**config.mk**
```make
export PLATFORM = sky130hd
export DESIGN_NAME = comb_circ_sweeper_flat
export DESIGN_NICKNAME = d
export VERILOG_FILES = /design/src/rtl/comb_sweep_pkg.sv /design/src/rtl/comb_circ_sweeper_if.sv /design/src/rtl/comb_golden.sv /design/src/rtl/comb_circ_sweeper.sv /design/src/flat_wrapper.sv
export SDC_FILE = /design/constraint.sdc
export NUM_CORES = 1
export LEC_CHECK = 0
export CAP_MARGIN = 15
export CORE_MARGIN = 4
export CORE_UTILIZATION = 45
export CTS_BUF_LIST = sky130_fd_sc_hd__clkbuf_4 sky130_fd_sc_hd__clkbuf_8 sky130_fd_sc_hd__clkbuf_16
export DETAILED_ROUTE_END_ITERATION = 10
export PLACE_DENSITY = 0.73
export SLEW_MARGIN = 20
export SYNTH_ARGS = -nofsm -noshare
export SYNTH_HDL_FRONTEND = slang
export SYNTH_HIERARCHICAL = 1
export SYNTH_SLANG_ARGS = --single-unit
export TNS_END_PERCENT = 20
```
**constraint.sdc**
```tcl
create_clock -name clk -period 1.97 [get_ports clk]
set_input_delay 0.394 -clock clk [delete_from_list [all_inputs] [get_ports clk]]
set_output_delay 0.394 -clock clk [all_outputs]
set_load 0.02 [all_outputs]
```
**src/rtl/comb_sweep_pkg.sv**
```systemverilog
// comb_sweep_pkg: shared types and sizes for the mux-circuit sweeper.
// Imported by comb_golden and comb_circ_sweeper.
package comb_sweep_pkg;

   typedef enum logic [1:0] {
      IDLE,
      SETTLE,
      SAMPLE,
      DONE
   } state_t;

   localparam int NUM_VEC = 8;
   localparam int IDX_W   = 3;
   localparam int ERR_W   = 4;
   localparam int CNT_W   = 4;

endpackage

```
**src/rtl/comb_circ_sweeper_if.sv**
```systemverilog
// comb_circ_sweeper_if: control, status and circuit-side signals.
// slave = sweeper side, master = controller / circuit side.
interface comb_circ_sweeper_if;
   import comb_sweep_pkg::*;

   logic             start;
   logic             dut_a;
   logic             dut_b;
   logic             dut_c;
   logic             dut_x;
   logic             busy;
   logic             done;
   logic             pass;
   logic [ERR_W-1:0] err_count;
   logic [IDX_W-1:0] first_fail;

   modport slave (
      input  start, dut_x,
      output dut_a, dut_b, dut_c,
      output busy, done, pass, err_count, first_fail
   );

   modport master (
      output start, dut_x,
      input  dut_a, dut_b, dut_c,
      input  busy, done, pass, err_count, first_fail
   );

endinterface

```
**src/rtl/comb_golden.sv**
```systemverilog
// comb_golden: reference model of X = B ? A : C for vector {A,B,C}.
// Purely combinational.
module comb_golden
   import comb_sweep_pkg::*;
(
   input  logic [IDX_W-1:0] idx,
   output logic             expected
);

   assign expected = idx[1] ? idx[2] : idx[0];

endmodule

```
**src/rtl/comb_circ_sweeper.sv**
```systemverilog
// comb_circ_sweeper: sweeps all {A,B,C} vectors and checks X.
// Option: COMB_SWEEP_STOP_ON_FAIL_EN ends the sweep on first mismatch.
module comb_circ_sweeper
   import comb_sweep_pkg::*;
#(
   parameter int SETTLE_CYCLES = 3
) (
   input  logic                clk,
   input  logic                rst,
   comb_circ_sweeper_if.slave  bus
);

`ifdef COMB_SWEEP_STOP_ON_FAIL_EN
   localparam bit STOP_ON_FAIL = 1'b1;
`else
   localparam bit STOP_ON_FAIL = 1'b0;
`endif

   localparam logic [CNT_W-1:0] CNT_LAST = CNT_W'(SETTLE_CYCLES - 1);
   localparam logic [IDX_W-1:0] IDX_LAST = IDX_W'(NUM_VEC - 1);
   localparam logic [ERR_W-1:0] ERR_MAX  = ERR_W'(NUM_VEC);

   state_t           state, state_n;
   logic [CNT_W-1:0] cnt, cnt_n;
   logic [IDX_W-1:0] idx, idx_n;
   logic             busy, busy_n;
   logic             done, done_n;
   logic             pass, pass_n;
   logic [ERR_W-1:0] err, err_n;
   logic [IDX_W-1:0] ff, ff_n;
   logic             expected;
   logic             mismatch;
   logic             last;

   comb_golden u_golden (
      .idx      (idx),
      .expected (expected)
   );

   assign mismatch = bus.dut_x != expected;
   assign last     = (idx == IDX_LAST) || (STOP_ON_FAIL && mismatch);

   always_comb begin
      state_n = state;
      cnt_n   = cnt;
      idx_n   = idx;
      busy_n  = busy;
      done_n  = 1'b0;
      pass_n  = pass;
      err_n   = err;
      ff_n    = ff;
      unique case (state)
         IDLE: begin
            idx_n  = '0;
            busy_n = 1'b0;
            if (bus.start) begin
               err_n   = '0;
               pass_n  = 1'b0;
               ff_n    = '0;
               cnt_n   = '0;
               busy_n  = 1'b1;
               state_n = SETTLE;
            end
         end
         SETTLE: begin
            if (cnt == CNT_LAST) begin
               state_n = SAMPLE;
            end else begin
               cnt_n = cnt + 1'b1;
            end
         end
         SAMPLE: begin
            if (mismatch) begin
               if (err != ERR_MAX) err_n = err + 1'b1;
               if (err == '0)      ff_n  = idx;
            end
            if (last) begin
               done_n  = 1'b1;
               busy_n  = 1'b0;
               state_n = DONE;
            end else begin
               idx_n   = idx + 1'b1;
               cnt_n   = '0;
               state_n = SETTLE;
            end
         end
         DONE: begin
            pass_n  = (err == '0);
            idx_n   = '0;
            state_n = IDLE;
         end
      endcase
   end

   always_ff @(posedge clk or posedge rst) begin
      if (rst) begin
         state <= IDLE;
         cnt   <= '0;
         idx   <= '0;
         busy  <= 1'b0;
         done  <= 1'b0;
         pass  <= 1'b0;
         err   <= '0;
         ff    <= '0;
      end else begin
         state <= state_n;
         cnt   <= cnt_n;
         idx   <= idx_n;
         busy  <= busy_n;
         done  <= done_n;
         pass  <= pass_n;
         err   <= err_n;
         ff    <= ff_n;
      end
   end

   assign bus.dut_a      = idx[2];
   assign bus.dut_b      = idx[1];
   assign bus.dut_c      = idx[0];
   assign bus.busy       = busy;
   assign bus.done       = done;
   assign bus.pass       = pass;
   assign bus.err_count  = err;
   assign bus.first_fail = ff;

endmodule

```
**src/flat_wrapper.sv**
```systemverilog
// flat-port wrapper written by rule: the top's interface ports become plain ports
module comb_circ_sweeper_flat import comb_sweep_pkg::*;
#(
   parameter int SETTLE_CYCLES = 3
)
  (clk, rst, bus_start, bus_dut_x, bus_dut_a, bus_dut_b, bus_dut_c, bus_busy, bus_done, bus_pass, bus_err_count, bus_first_fail);
  comb_circ_sweeper_if bus_i ();
  input  logic clk;
  input  logic rst;
  input wire logic [$bits(bus_i.start)-1:0] bus_start;
  input wire logic [$bits(bus_i.dut_x)-1:0] bus_dut_x;
  output wire logic [$bits(bus_i.dut_a)-1:0] bus_dut_a;
  output wire logic [$bits(bus_i.dut_b)-1:0] bus_dut_b;
  output wire logic [$bits(bus_i.dut_c)-1:0] bus_dut_c;
  output wire logic [$bits(bus_i.busy)-1:0] bus_busy;
  output wire logic [$bits(bus_i.done)-1:0] bus_done;
  output wire logic [$bits(bus_i.pass)-1:0] bus_pass;
  output wire logic [$bits(bus_i.err_count)-1:0] bus_err_count;
  output wire logic [$bits(bus_i.first_fail)-1:0] bus_first_fail;
  assign bus_i.start = bus_start;
  assign bus_i.dut_x = bus_dut_x;
  assign bus_dut_a = bus_i.dut_a;
  assign bus_dut_b = bus_i.dut_b;
  assign bus_dut_c = bus_i.dut_c;
  assign bus_busy = bus_i.busy;
  assign bus_done = bus_i.done;
  assign bus_pass = bus_i.pass;
  assign bus_err_count = bus_i.err_count;
  assign bus_first_fail = bus_i.first_fail;
  comb_circ_sweeper #(.SETTLE_CYCLES(SETTLE_CYCLES)) u_core (.clk(clk), .rst(rst), .bus(bus_i));
endmodule
```
==> impl_results.md, run 1 <==
* First-pass GRT wire length at 4.21 mm
* Sw Share at 43.3%
* # fillers at 219
* Dpl cells at 163
* Num ports at 17
* Crit path launch type: flop
* DRC at 0
* FMAX at 545 MHz
* Slew HR at 72.1%
* Final-report max-slew violation count at 0
* P_leak at 0.676 nW
* Core area at 0.00254 mm²
* Final net count at 154
* Dpl hpwl at 1.90 mm
* Worst hold path class: in2async
* Fin cells at 167
* Final ANT Viol Nets at 0
* Setup_tns at 0 ps
* Synthesis-to-layout area growth at 20.5%
* Total power per unit cell area at 1270 mW/mm²
* Clock Skews at 0.832 ps
* Synth Cell Area at 0.00123 mm²
* Total GRT Usage at 15.7%
* Initial antenna violation count at 0
* Number of synthesized flops with an enable pin at 0
* Int Pwr at 1.07 mW
* Clock insertion delay at the later pin of the skew report at 300 ps
* Largest net degree at the start of global routing at 20
* Most frequent cells in the layout: dfrtp_1 (19), clkdlybuf4s50_1 (16), ha_1 (12), inv_1 (9), nand3_1 (6)
* Worst setup EP type: flop
* CTS resizes at 0
* Logic pwr share at 58.6%
* Post-Syn Nets at 132
* RSZ-0062 raised after global routing: no
* Commonest non-fill, non-tap cell in the layout: dfrtp_1
* Dpl cell area at 0.00145 mm²
* Worst VDD drop at 0.788 mV
* Post-synthesis sequential area ratio at 38.5%
* Vias post-DR at 967
* Vias in the first global route at 953
* H-tree Lvls at 1
* Die Wd at 60.4 µm
* Drt first-iter violations at 24
* Slew @ Worst Pin at 416 ps
* Fin area at 0.00149 mm²
* WS Path Type: reg2reg
* Final wirelength at 2.53 mm
* FP Rows at 18
* Placer congestion estimate at 0.755
* Worst path bufs/invs at 1
* Sink Count at 19
* CP max FO at 7
* Cell Chain, Critical Path: inv_1 > ha_1 > mux2i_4 > a211oi_2 > a32o_1
* Worst hold slack at 401 ps
* Root Driver: clkbuf_4
* Final worst path period share at 93.1%
* Hold_buf cts at 0
* Unique masters post-synth at 40
* Fin crit period at 1830 ps
* Synth Flop Type: dfrtp_1
* CP required at 2170 ps
* P_sw at 0.820 mW
* CTS tree: done
* Reg power frac at 30.1%
* # Max-Cap Violations at 0
* Final Hold Viols at 0
* Bufs on Longest Clock Path at 2
* Share of cells above drive strength 1 at 10.9%
* Mean Syn Cell Area at 10.6 µm²
* Syn Inst Count at 116
* Worst R2R Setup Slack at 140 ps
* CTS buffer count at 3
* WL/cell at 15.2 µm
* Slowest-stage cell, CP: dfrtp_1
* Status: complete, no violations
* Starting Density at 48.5%
* Die H at 60.4 µm
* Yosys reg bits at 19
* Worst-path clk slew at 100 ps
* Ys async rst share at 100%
* Pre-Repair DR Iteration Count at 4
* Share of total power in the clock network at 11.2%
* Total grt overflow at 0
* Largest delay contributor family on the critical path: flip-flops
* Via-to-Cell Ratio at 5.79
* Ant. Diodes at 0
* Arrival time at the worst endpoint at 2030 ps
* Endpoints failing setup at 0
* Number of port buffers at 16
* Worst path max stage delay at 420 ps
* Die ar. at 0.00364 mm²
* Ys Warns at 6
* Post-CTS Setup Repair Bufs at 0
cell families (layout without fill, tap and decap cells):
logic type | after synthesis | in the layout | share of synthesized area [%]
adder cells (fa/ha/maj) | 12 | 12 | 12.2
AND/OR/NAND/NOR | 32 | 32 | 15.4
buffers and inverters | 12 | 33 | 3.85
flip-flops | 19 | 19 | 38.5
XOR/XNOR | 1 | 1 | 1.32
multiplexers | 7 | 7 | 6.49
AO/OA/AOI/OAI | 33 | 33 | 22.2
registers in the layout (all words and copies together), names as in the netlist:
register and count:
u_core/bus.done 1, u_core/bus.pass 1, u_core/state 2, u_core/cnt 4, u_core/bus.first_fail 3, u_core/idx 3, u_core/bus.err_count 4, u_core/bus.busy 1
routing by layer:
metal | part of all wire [%] | vias up | track usage (%)
li1 | - | 472 | -
met5 | 0 | - | 0
met3 | 3.8 | 5 | 2.55
met2 | 48 | 19 | 25.9
met1 | 47 | 471 | 19.8
met4 | 2.0 | 0 | 8.23
power by group through the flow:
stage / registers (mW) / logic (mW) / clock network (mW)
CTS: 0.570 / 1.09 / 0.225
global route: 0.587 / 1.23 / 0.238
floorplan: 0.615 / 0.759 / 0
finish: 0.571 / 1.11 / 0.213
detailed placement: 0.579 / 1.09 / 0
global placement: 0.570 / 1.05 / 0
cells in the mapped netlist (4+ instances only):
cell | count | area, µm²
nor2b_1 | 4 | 25.0
a32o_1 | 4 | 40.0
ha_1 | 12 | 150
nand3_1 | 6 | 30.0
mux2i_1 | 4 | 40.0
o21ai_0 | 5 | 25.0
inv_1 | 9 | 33.8
nand2_1 | 5 | 18.8
dfrtp_1 | 19 | 475
worst reg2reg max path, stage by stage, from the launching register on:
cell,delay (ps)
dfrtp_1,420
inv_1,170
ha_1,330
mux2i_4,410
a211oi_2,110
a32o_1,290
path summary, 6_finish.rpt:
kind / endpoint / from / depth (start not counted)
setup / recovery: u_core/bus.err_count[2]$_DFFE_PP0P_ / u_core/state[0]$_DFFE_PP0P_ / 5
hold / removal: u_core/bus.err_count[2]$_DFFE_PP0P_ / rst / 3
setup reg to reg: u_core/bus.err_count[2]$_DFFE_PP0P_ / u_core/state[0]$_DFFE_PP0P_ / 5
hold reg to reg: u_core/bus.pass$_DFFE_PP0P_ / u_core/bus.pass$_DFFE_PP0P_ / 1
max in group asynchronous: u_core/state[0]$_DFFE_PP0P_ / rst / 3
min in group clk: u_core/bus.pass$_DFFE_PP0P_ / u_core/bus.pass$_DFFE_PP0P_ / 1
area by class of cell:
cell class,instances,area [µm²],share of cell area [%]
Sequential cell,19,475,32.0
Multi-Input combinational cell,85,719,48.4
Tap cell,30,37.5,2.53
Inverter,9,33.8,2.27
Clock buffer,4,30.0,2.02
Timing Repair Buffer,20,190,12.8
through the flow:
stage,power (mW),worst slack (ps),util (%)
5_1_grt,2.05,19.1,58.4
6_report,1.89,136,58.4
3_3_place_gp,1.62,170,56.9
4_1_cts,1.88,59.6,58.1
3_5_place_dp,1.66,75.0,56.9
2_1_floorplan,1.37,221,-
Note: power is estimated with default switching activity, not from simulation.
==> run 2, diff against run 1 <==
--- a/config.mk
+++ b/config.mk
@@ -11,6 +11,7 @@
 export CTS_BUF_LIST = sky130_fd_sc_hd__clkbuf_4 sky130_fd_sc_hd__clkbuf_8 sky130_fd_sc_hd__clkbuf_16
 export DETAILED_ROUTE_END_ITERATION = 10
 export PLACE_DENSITY = 0.73
+export RECOVER_POWER = 50
 export SLEW_MARGIN = 20
 export SYNTH_ARGS = -nofsm -noshare
 export SYNTH_HDL_FRONTEND = slang
==> run 2 against run 1 <==
Against the previous run:
- sequential power about the same
- routed wire length decreased by 0.28%
- utilization decreased by 0.15 points
- combinational power about the same
- count of clock-buffer cells in the layout unchanged
- fmax increased by 0.16%
- cell area decreased by 0.25%
- clock power about the same
- global-route usage unchanged
==> impl_results.md, run 2 (synthesized netlist as in run 1, its figures left out) <==
* Status: complete, no violations
* CP startpoint: u_core/state[0]$_DFFE_PP0P_
* Worst hold path class: reg2reg
* Root Driver: clkbuf_4
* Clock insertion delay at the later pin of the skew report at 300 ps (about the same)
* Dpl cell area at 0.00145 mm² (unchanged)
* Bufs on Longest Clock Path at 2 (unchanged)
* Post-layout util at 58.3% (-0.15 points)
* Setup_tns at 0 ps (unchanged)
* Worst-path clk slew at 100 ps (about the same)
* Die ar. at 0.00364 mm² (unchanged)
* Total grt overflow at 0 (unchanged)
* Hold Startpoint: u_core/bus.pass$_DFFE_PP0P_
* Vias in the first global route at 953 (unchanged)
* Largest net degree at the start of global routing at 20 (unchanged)
* WS Path Type: reg2reg
* Worst flop-to-flop path endpoint: u_core/bus.err_count[2]$_DFFE_PP0P_
* Num ports at 17 (unchanged)
* Final net count at 154 (unchanged)
* CTS buffer count at 3 (unchanged)
* Die Wd at 60.4 µm (unchanged)
* Final wirelength at 2.52 mm (-0.28%)
* Vias post-DR at 984 (+1.8%)
* Drt first-iter violations at 20 (-17%)
* CTS tree: done
* Placer congestion estimate at 0.755 (unchanged)
* Post-CTS Setup Repair Bufs at 0 (unchanged)
* Arrival time at the worst endpoint at 2030 ps (about the same)
* Ant. Diodes at 0 (unchanged)
* FMAX at 546 MHz (+0.16%)
* FP Rows at 18 (unchanged)
* Synthesis-to-layout area growth at 20.2%
* Total power per unit cell area at 1270 mW/mm² (-0.13%)
* Crit path launch type: flop
* CTS resizes at 0 (unchanged)
* Core area at 0.00254 mm² (unchanged)
* Number of port buffers at 16 (unchanged)
* Hold Path Stages at 1
* Final Hold Viols at 0 (unchanged)
* CP max FO at 7 (unchanged)
* Starting Density at 48.5% (unchanged)
* Via-to-Cell Ratio at 5.89 (+1.8%)
* H-tree Lvls at 1 (unchanged)
* # Max-Cap Violations at 0 (unchanged)
* Sink Count at 19 (unchanged)
* Most frequent cells in the layout: dfrtp_1 (19), ha_1 (12), clkdlybuf4s50_1 (11), inv_1 (9), nand3_1 (6)
* First-pass GRT wire length at 4.21 mm (unchanged)
* Final worst path period share at 92.9% (-0.15 points)
* Die H at 60.4 µm (unchanged)
* Initial antenna violation count at 0 (unchanged)
* Worst Hold Endpoint: u_core/bus.pass$_DFFE_PP0P_
* Dpl hpwl at 1.90 mm (unchanged)
* RSZ-0062 raised after global routing: no
* Slew @ Worst Pin at 1010 ps (+598 ps)
* Worst R2R Start: u_core/state[0]$_DFFE_PP0P_
* Worst reg-to-reg path cell count at 5 (unchanged)
* Slew HR at 32.4% (-40 points)
* DRC at 0 (unchanged)
* Commonest non-fill, non-tap cell in the layout: dfrtp_1
* Clock Skews at 0.977 ps (+0.146 ps)
* Worst R2R Setup Slack at 140 ps (about the same)
* WL/cell at 15.1 µm (-0.28%)
* P_leak at 0.685 nW (+1.4%)
* Final-report max-slew violation count at 0 (unchanged)
* Worst setup EP type: flop
* Dpl ws at 75.0 ps (unchanged)
* # fillers at 221 (+0.91%)
* CP required at 2170 ps (about the same)
* Endpoints failing setup at 0 (unchanged)
* Final WS setup at 139 ps (+2.97 ps)
* Share of cells above drive strength 1 at 10.2% (-0.73 points)
* Fin area at 0.00148 mm² (-0.25%)
* Worst VDD drop at 0.782 mV (-0.71%)
* Pre-Repair DR Iteration Count at 4 (unchanged)
* Total GRT Usage at 15.7% (unchanged)
* Fin crit period at 1830 ps (-2.97 ps)
* Final ANT Viol Nets at 0 (unchanged)
* Hold_buf cts at 0 (unchanged)
run 2: changes by cell type in the layout (fill, tap and decap cells not counted):
cell             delta
clkbuf_1            +1
clkdlybuf4s50_1     -5
buf_4               -1
dlygate4sd3_1       +5
run 2: power breakdown:
group | total (mW) | leakage [nW] | internal, mW | switching [mW]
Clock | 0.213 | 0.0184 | 0.0928 | 0.120
Combinational | 1.10 | 0.410 | 0.497 | 0.607
Sequential | 0.570 | 0.257 | 0.478 | 0.0916
run 2: critical path, cell delays in order (launching register included):
cell      delay, ps
dfrtp_1         420
inv_1           170
ha_1            330
mux2i_4         410
a211oi_2        110
a32o_1          290
run 2: worst max-delay path by stage:
| stage | to | slack (ps) | cells after the start |
|---|---|---|---|
| 2_1_floorplan | u_core/cnt[3]$_DFFE_PP0P_ | 220 | 5 |
| 3_3_place_gp | u_core/bus.err_count[2]$_DFFE_PP0P_ | 170 | 4 |
| 3_5_place_dp | u_core/bus.err_count[2]$_DFFE_PP0P_ | 80 | 5 |
| 4_1_cts | u_core/bus.err_count[2]$_DFFE_PP0P_ | 60 | 5 |
| 5_1_grt | u_core/bus.err_count[2]$_DFFE_PP0P_ | 20 | 5 |
| 6_report | u_core/bus.err_count[2]$_DFFE_PP0P_ | 140 | 5 |
run 2: layout make-up:
| class | count | area, µm² | share of cell area [%] |
|---|---|---|---|
| multi-input cells | 85 | 719 | 48.5 |
| flip-flops and latches | 19 | 475 | 32.1 |
| repair buffers | 20 | 186 | 12.6 |
| well taps | 30 | 37.5 | 2.53 |
| inverters | 9 | 33.8 | 2.28 |
| clock buffers | 4 | 30.0 | 2.03 |
run 2: per-layer routing:
layer,wire [µm],global-route usage (%),vias up
li1,-,-,474
met1,1110,19.8,478
met2,1220,25.9,27
met3,135,2.55,5
met4,50,8.23,0
met5,0,0,-
run 2: per-stage QoR:
step                instances  hold WS [ps]  power, mW
global route              167           538       2.05
floorplan                 116           345       1.37
detailed placement        163           476       1.66
CTS                       167           406       1.88
global placement          163           469       1.62
finish                    167           495       1.89
